--- src/rtl/instr_fetch_unit.sv ---
// instr_fetch_unit: program counter, instruction-memory fetch and instruction
// register for the multicycle core. One fetch is in flight at a time; the
// fetched word is offered to the controller over a valid/ack handshake.
//
// Handshake: ir_valid is high while ir/pc hold an unconsumed word (state HOLD);
// the word is consumed on a clock edge where ir_valid && ir_ack. ir_ack is
// ignored in every other state. A redirect in HOLD discards the held word and
// takes priority over a simultaneous ir_ack.
//
// Optional feature: define IFU_PERF_CNT_EN to add the saturating stall_cnt and
// fetch_cnt performance counters (ports absent otherwise).
module instr_fetch_unit #(
    parameter logic [31:0] RESET_PC = 32'h0000_0000,
    parameter int unsigned MEM_LAT  = 0
) (
    input  logic        clk,
    input  logic        rst_n,
    input  logic        fetch_req,
    output logic        ir_valid,
    output logic [31:0] ir,
    output logic [31:0] pc,
    output logic [31:0] pc_plus4,
    input  logic        ir_ack,
    input  logic        redirect,
    input  logic        redirect_sel,
    input  logic [31:0] redirect_tgt,
    output logic [31:0] imem_addr,
    input  logic [31:0] imem_data,
`ifdef IFU_PERF_CNT_EN
    output logic [31:0] stall_cnt,
    output logic [31:0] fetch_cnt,
`endif
    output logic        busy,
    output logic [1:0]  state_dbg
);

    localparam logic [1:0] S_IDLE = 2'd0;
    localparam logic [1:0] S_WAIT = 2'd1;
    localparam logic [1:0] S_HOLD = 2'd2;

    localparam logic [3:0] LAT = 4'(MEM_LAT);

    logic [1:0]  state_q, state_d;
    logic [3:0]  wcnt_q, wcnt_d;
    logic [31:0] next_pc_q, next_pc_d;
    logic [31:0] pc_q, pc_d;
    logic [31:0] ir_q, ir_d;
    logic        latch_word;
    logic [31:0] rel_tgt;
    logic [31:0] abs_tgt;
    logic [31:0] redir_tgt;

    assign pc_plus4  = pc_q + 32'd4;
    assign ir        = ir_q;
    assign pc        = pc_q;
    assign imem_addr = next_pc_q;
    assign ir_valid  = (state_q == S_HOLD);
    assign busy      = (state_q == S_WAIT);
    assign state_dbg = state_q;

    // Branch offset is a signed word count taken from the held instruction;
    // absolute targets are forced to word alignment.
    assign rel_tgt   = pc_plus4 + {{14{ir_q[15]}}, ir_q[15:0], 2'b00};
    assign abs_tgt   = redirect_tgt & ~32'd3;
    assign redir_tgt = redirect_sel ? abs_tgt : rel_tgt;

    // Next-state logic: redirect first, then the normal fetch sequence.
    always_comb begin
        state_d    = state_q;
        wcnt_d     = wcnt_q;
        next_pc_d  = next_pc_q;
        pc_d       = pc_q;
        ir_d       = ir_q;
        latch_word = 1'b0;
        if (redirect) begin
            next_pc_d = redir_tgt;
            if (state_q == S_WAIT) begin
                // Squash the in-flight word and restart the wait at the target.
                wcnt_d = LAT;
            end else if (fetch_req) begin
                state_d = S_WAIT;
                wcnt_d  = LAT;
            end else begin
                state_d = S_IDLE;
            end
        end else begin
            case (state_q)
                S_IDLE: begin
                    if (fetch_req) begin
                        state_d = S_WAIT;
                        wcnt_d  = LAT;
                    end
                end
                S_WAIT: begin
                    if (wcnt_q != 4'd0) begin
                        wcnt_d = wcnt_q - 4'd1;
                    end else begin
                        ir_d       = imem_data;
                        pc_d       = next_pc_q;
                        next_pc_d  = next_pc_q + 32'd4;
                        state_d    = S_HOLD;
                        latch_word = 1'b1;
                    end
                end
                S_HOLD: begin
                    if (ir_ack) begin
                        if (fetch_req) begin
                            state_d = S_WAIT;
                            wcnt_d  = LAT;
                        end else begin
                            state_d = S_IDLE;
                        end
                    end
                end
                default: state_d = S_IDLE;
            endcase
        end
    end

    // State and datapath registers; reset drops any in-flight fetch.
    always_ff @(posedge clk) begin
        if (!rst_n) begin
            state_q   <= S_IDLE;
            wcnt_q    <= 4'd0;
            next_pc_q <= RESET_PC;
            pc_q      <= RESET_PC;
            ir_q      <= 32'h0;
        end else begin
            state_q   <= state_d;
            wcnt_q    <= wcnt_d;
            next_pc_q <= next_pc_d;
            pc_q      <= pc_d;
            ir_q      <= ir_d;
        end
    end

`ifdef IFU_PERF_CNT_EN
    logic [31:0] stall_cnt_q;
    logic [31:0] fetch_cnt_q;

    assign stall_cnt = stall_cnt_q;
    assign fetch_cnt = fetch_cnt_q;

    // Saturating counters: every WAIT cycle is a stall, only latched words are fetches.
    always_ff @(posedge clk) begin
        if (!rst_n) begin
            stall_cnt_q <= 32'h0;
            fetch_cnt_q <= 32'h0;
        end else begin
            if (busy && (stall_cnt_q != 32'hFFFF_FFFF)) begin
                stall_cnt_q <= stall_cnt_q + 32'd1;
            end
            if (latch_word && (fetch_cnt_q != 32'hFFFF_FFFF)) begin
                fetch_cnt_q <= fetch_cnt_q + 32'd1;
            end
        end
    end
`endif

endmodule

--- config.mk ---
export PLATFORM = sky130hd
export DESIGN_NAME = instr_fetch_unit
export DESIGN_NICKNAME = d
export VERILOG_FILES = /design/src/rtl/instr_fetch_unit.sv
export SDC_FILE = /design/constraint.sdc
export NUM_CORES = 1
export LEC_CHECK = 0
export BUFFER_PORTS_ARGS = -buffer_cell sky130_fd_sc_hd__buf_2
export CORE_MARGIN = 2
export CORE_UTILIZATION = 40
export DETAILED_ROUTE_END_ITERATION = 7
export GPL_TIMING_DRIVEN = 0
export SLEW_MARGIN = 20
export SYNTH_ARGS = -nofsm -noshare
export SYNTH_HDL_FRONTEND = slang
export SYNTH_SLANG_ARGS = --single-unit
--- constraint.sdc ---
create_clock -name clk -period 8.1 [get_ports clk]
set_input_delay 0.405 -clock clk [delete_from_list [all_inputs] [get_ports clk]]
set_output_delay 0.405 -clock clk [all_outputs]
set_load 0.01 [all_outputs]
---- Yosys cells after proc, flatten, opt, wreduce, memory -nomap -nowiden ----
Cells that the tools add are included.
word-level totals
  register bits ........................... 102
  bits in latches ......................... 0
  bits in writable memories ............... 0
  ROM bits ................................ 0
  output and inout bits ................... 132
  logic and storage cells ................. 44
  memories kept ........................... 0
operators by class
  add/sub/neg operators ................... 4
  $mul .................................... 0
  div/mod/pow operators ................... 0
  order comparisons ....................... 0
  eq/ne operators ......................... 8
  shifts and indexed selects .............. 0
  mux-type cells .......................... 17
  bitwise operators ....................... 2
  reductions and logical operators ........ 8
operator list
  cell                     count
  $mux W32                 4
  $add A32 B3 Y32 const B  2
  $add A32 B32 Y32         1
  $mux W4                  5
  $pmux W4 S3              1
  $mux W2                  5
  $reduce_bool A4 Y1       2
  $ne A2 B2 Y1 const B     3
  $pmux W2 S3              1
  $reduce_and A3 Y1        2
  $reduce_and A4 Y1        1
  $sub A4 B1 Y4 const B    1
  $ne A3 B1 Y1 const B     1
  $ne A3 B2 Y1 const B     1
  $ne A3 B3 Y1 const B     1
  $eq A2 B1 Y1 const B     1
  $eq A2 B2 Y1 const B     1
  $logic_not A2 Y1         1
  $not A1 Y1               2
  $reduce_and A2 Y1        1
  $reduce_bool A2 Y1       1
  $mux W1                  1

---- Logic depth before layout (Yosys ltp) ----
  depth after elaboration ................. 4
  gate-level depth with buffers ........... 17
  mapped depth without buffers ............ 16

---- Worst setup path after synthesis ----
Ideal clock, no wire load.
  path type ............................... register to register
  start point ............................. reg pc_q[4], in the netlist pc[4]
  end point ............................... reg next_pc_q[29], in the netlist imem_addr[29]
  arrival time ............................ 3.260 ns
  required time ........................... 7.963 ns
  path slack .............................. 4.704 ns
  stages on the path, launching flop included .. 16
  path buffers ............................ 0
  period minus slack after synthesis ...... 3.396 ns
  path through ............................ dfxtp_1 -> and4_4 -> and2_1 -> nand4_1 -> nor2_1 -> nand2_1 -> xnor2_1 -> ha_1 -> a21o_1 -> a21oi_1 -> o21bai_1 -> a21o_1 -> a21o_1 -> a221oi_2 -> mux2i_1 -> a31oi_1
on the way
  cells in the longest elaborated chain, start to end .. 4
ends and longest elaborated chain
  item                      line  RTL
  start: declaration        46    logic [31:0] pc_q, pc_d;
  start signal: assignment  132   pc_q <= pc_d;
  $add A32 B3 Y32           53    assign pc_plus4 = pc_q + 32'd4;
  via pc_plus4[22]          22    output logic [31:0] pc_plus4,
  $add A32 B32 Y32          63    assign rel_tgt = pc_plus4 + {{14{ir_q[15]}}, ir_q[15:0], 2'b00};
  $mux W32                  65    assign redir_tgt = redirect_sel ? abs_tgt : rel_tgt;
  $mux W32                  75    if (redirect) begin
  end signal: assignment    131   next_pc_q <= next_pc_d;
  end: declaration          45    logic [31:0] next_pc_q, next_pc_d;
The timed path passes the listed nets, and every way through them passes these cells.
A chain may end at the register's enable or synchronous reset.

---- Worst setup path after layout ----
  start point ............................. reg pc_q[2], in the netlist pc[2]
  end point ............................... reg next_pc_q[29], in the netlist imem_addr[29]
on the way
  cells in the longest elaborated chain, start to end .. 4
ends and longest elaborated chain
  item              line
  $add A32 B3 Y32   53
  $add A32 B32 Y32  63
  $mux W32          65
  $mux W32          75
Every way passes these cells.

==> results.sh <==
export IMPL_status="finished, final reports clean"
export IMPL_ys_async_sr_fraction_pct=0
export IMPL_die_area_mm2=0.0185
export IMPL_root_buffer="clkbuf_16"
export IMPL_crit_chain="ha_1, clkbuf_1, nand4_1, nor2_1, nand2_1, xnor2_1, ha_1, a21o_1, a21oi_1, o21bai_1, a21o_1, a21o_1, a221oi_2, mux2i_1, a31oi_1"
export IMPL_syn2layout_area_growth_pct=22.8
export IMPL_worstPathMaxFanout=9
export IMPL_gp_congestion=0.857
export IMPL_dr_pass1_iters=5
export IMPL_setup_worst_path_end_class="register"
export IMPL_grt_ovfl_total=0
export IMPL_setup_viol=0
export IMPL_synth_cell_area_mm2=0.00696
export IMPL_core_area_mm2=0.0172
export IMPL_cp_slowest_cell="clkbuf_1"
export IMPL_dpl_instance_area_mm2=0.00822
export IMPL_skew_ns=0.00622
export IMPL_antenna_found_initial=0
export IMPL_max_freq_mhz=248
export IMPL_rsz0062_at_grt="false"
export IMPL_synthFlopType="dfxtp_1"
export IMPL_drt_iter0_markers=543
export IMPL_seq_area_mm2=0.00204
export IMPL_detail_route_antenna_nets=0
export IMPL_synth_top_cells_by_area="dfxtp_1, nand2_1, a21boi_0"
export IMPL_clock_sinks=102
export IMPL_path_clk_slew_ns=0.07
export IMPL_viasPerCell=5.35
export IMPL_ir_drop_uv=107
export IMPL_hold_buffers=0
export IMPL_grt_pass1_wl_mm=35.9
export IMPL_mostFrequentLayoutCells="buf_2, nand2_1, dfxtp_1"
export IMPL_critPathLaunchType="register"
export IMPL_cts_buffers_inserted=9
export IMPL_initial_core_util_pct=40.5
export IMPL_syn_area_per_cell_um2=7.88
export IMPL_mostFrequentLayoutCell="buf_2"
export IMPL_die_h_um=136
export IMPL_synth_warning_count=0
export IMPL_hold_viol_final=0
export IMPL_die_x_um=136
export IMPL_holdPathEnd="ir[30]"
export IMPL_cts_setup_buffers=0
export IMPL_synth_edf_count=0
export IMPL_grt_pass1_vias=6654
export IMPL_insertion_delay_ns=0.36
export IMPL_crit_path_frequent_cell="a21o_1"
export IMPL_netlist_area_leader_share_pct=29.3
export IMPL_clock_path_buffers=2
export IMPL_hpwl_mm=18.1
export IMPL_ys_ff_latch=102
export IMPL_setup_tns_ns=0
export IMPL_min_path_type="input pin to register"
export IMPL_yosysSeqAreaShare_pct=29.3
export IMPL_fp_row_count=48
export IMPL_final_period_utilization_pct=49.7
export IMPL_worst_pin_slew_ns=0.869
export IMPL_routedWlPerCell_um=17.6
export IMPL_drv_slew=0
export IMPL_p_leak_nw=3.93
export IMPL_cap_viol_max_count=0
export IMPL_fin_nets=1196
export IMPL_worstHoldStart="imem_data[30]"
export IMPL_reg2regPathDepth=15
export IMPL_reg2reg_from="pc[2]"
export IMPL_drc=0
export IMPL_vias=7061
export IMPL_final_util_pct=49.7
export IMPL_htreeDepth=3
export IMPL_cts_tree="yes"
export IMPL_io_pins=202
export IMPL_finalWirelength_mm=23.3
export IMPL_max_stage_delay_ns=0.47
export IMPL_synth_cell_type_count=74
export IMPL_grt_max_degree=20
export IMPL_fillers=1792
export IMPL_critPathRequiredTime_ns=8.30
export IMPL_n_antenna_cell=0
export IMPL_multiInputGateArea_mm2=0.00459
export IMPL_period_minus_slack_ns=4.03
export IMPL_pwr_density_cell_mw_per_mm2=143
export IMPL_crit_arrival_ns=4.23
export IMPL_fin_area_mm2=0.00854
export IMPL_maxSlewHeadroom_pct=42.0
export IMPL_cts_resized=0
export IMPL_synth_top_cell_by_area="dfxtp_1"
export IMPL_synthCells=883
export IMPL_drive_above_1_share_pct=22.8
export IMPL_min_path_cells=3
export IMPL_r2r_end="imem_addr[29]"
export IMPL_portBuffers=196
export IMPL_reg2reg_setup_slack_ns=4.07
export IMPL_crit_type="register to register"
export IMPL_syn_nets=989
export IMPL_track_usage_pct=25.2
per-layer routing:
| layer | share of wire, % | vias up | GRT usage [%] |
|---|---|---|---|
| met4 | 1.4 | 0 | 6.31 |
| met5 | 0 | - | 0 |
| met2 | 46 | 204 | 41.3 |
| met3 | 5.2 | 19 | 3.69 |
| met1 | 48 | 3309 | 34.9 |
| li1 | - | 3529 | - |
how the worst max path moves through the flow:
stage | cells after the start | startpoint | to | slack [ns]
finish | 15 | pc[2] | imem_addr[29] | 4.07
global placement | 15 | pc[2] | imem_addr[29] | 4.11
global route | 17 | pc[2] | imem_addr[31] | 3.75
CTS | 15 | pc[2] | imem_addr[29] | 4.08
detailed placement | 15 | pc[2] | imem_addr[29] | 4.11
floorplan | 15 | pc[4] | imem_addr[29] | 4.70
critical path, delay by kind of cell (launching register included):
| family | cells | cell delay (ns) |
|---|---|---|
| AOI/OAI and AO/OA | 7 | 1.28 |
| and+or+nand+nor | 3 | 0.73 |
| adders and majority gates | 2 | 0.52 |
| buffers and inverters | 1 | 0.47 |
| DFF | 1 | 0.42 |
| muxes | 1 | 0.25 |
| xor gates and xnor gates | 1 | 0.20 |
registers in the layout (all words and copies together) (netlist names):
signal     flops
pc            32
wcnt_q         4
imem_addr     32
ir            32
state_dbg      2
layout make-up:
type                            instances  share of cell area, %
Buffer                                 48                   2.96
Clock buffer                           10                   2.68
Clock inverter                          6                   1.08
Inverter                               19                  0.835
Multi-Input combinational cell        714                   53.8
Sequential cell                       102                   23.9
Tap cell                              225                   3.29
Timing Repair Buffer                  196                   11.5
report_power, final:
part           internal (mW)  switching (mW)  total (mW)  leakage, nW
registers              0.521          0.0300       0.551        0.832
logic                 0.0770           0.109       0.186         2.95
clock network          0.274           0.210       0.484        0.150
stage by stage:
step                instances  total power [mW]  hold slack [ns]  setup WS (ns)
floorplan                 883             0.664            0.488           4.70
detailed placement       1304             0.748            0.456           4.11
global placement         1304             0.747            0.449           4.11
global route             1320              1.27            0.292           3.75
CTS                      1320              1.23            0.283           4.08
finish                   1320              1.22            0.288           4.07
cell usage after synthesis (all sizes together), types with 11 or more instances:
library cell / number
dfxtp: 102
xnor2: 55
clkbuf: 42
nor3: 11
a21oi: 48
ha: 35
xor2: 25
a21o: 18
nor2: 44
nand2: 186
inv: 19
a21boi: 67
and3: 12
nand3: 27
o21ai: 40
nand4: 25
o211a: 13
cell families (layout without fill, tap and decap cells):
| kind of cell | after synthesis | after routing | share of synthesized area (%) |
|---|---|---|---|
| simple gates | 355 | 355 | 24.9 |
| buf+inv | 67 | 279 | 4.66 |
| fa+ha+maj | 36 | 36 | 6.58 |
| compound gates | 233 | 233 | 23.0 |
| mux | 10 | 10 | 1.44 |
| flops | 102 | 102 | 29.3 |
| xor+xnor | 80 | 80 | 10.1 |
No activity file was read; power rests on OpenSTA's default activity.
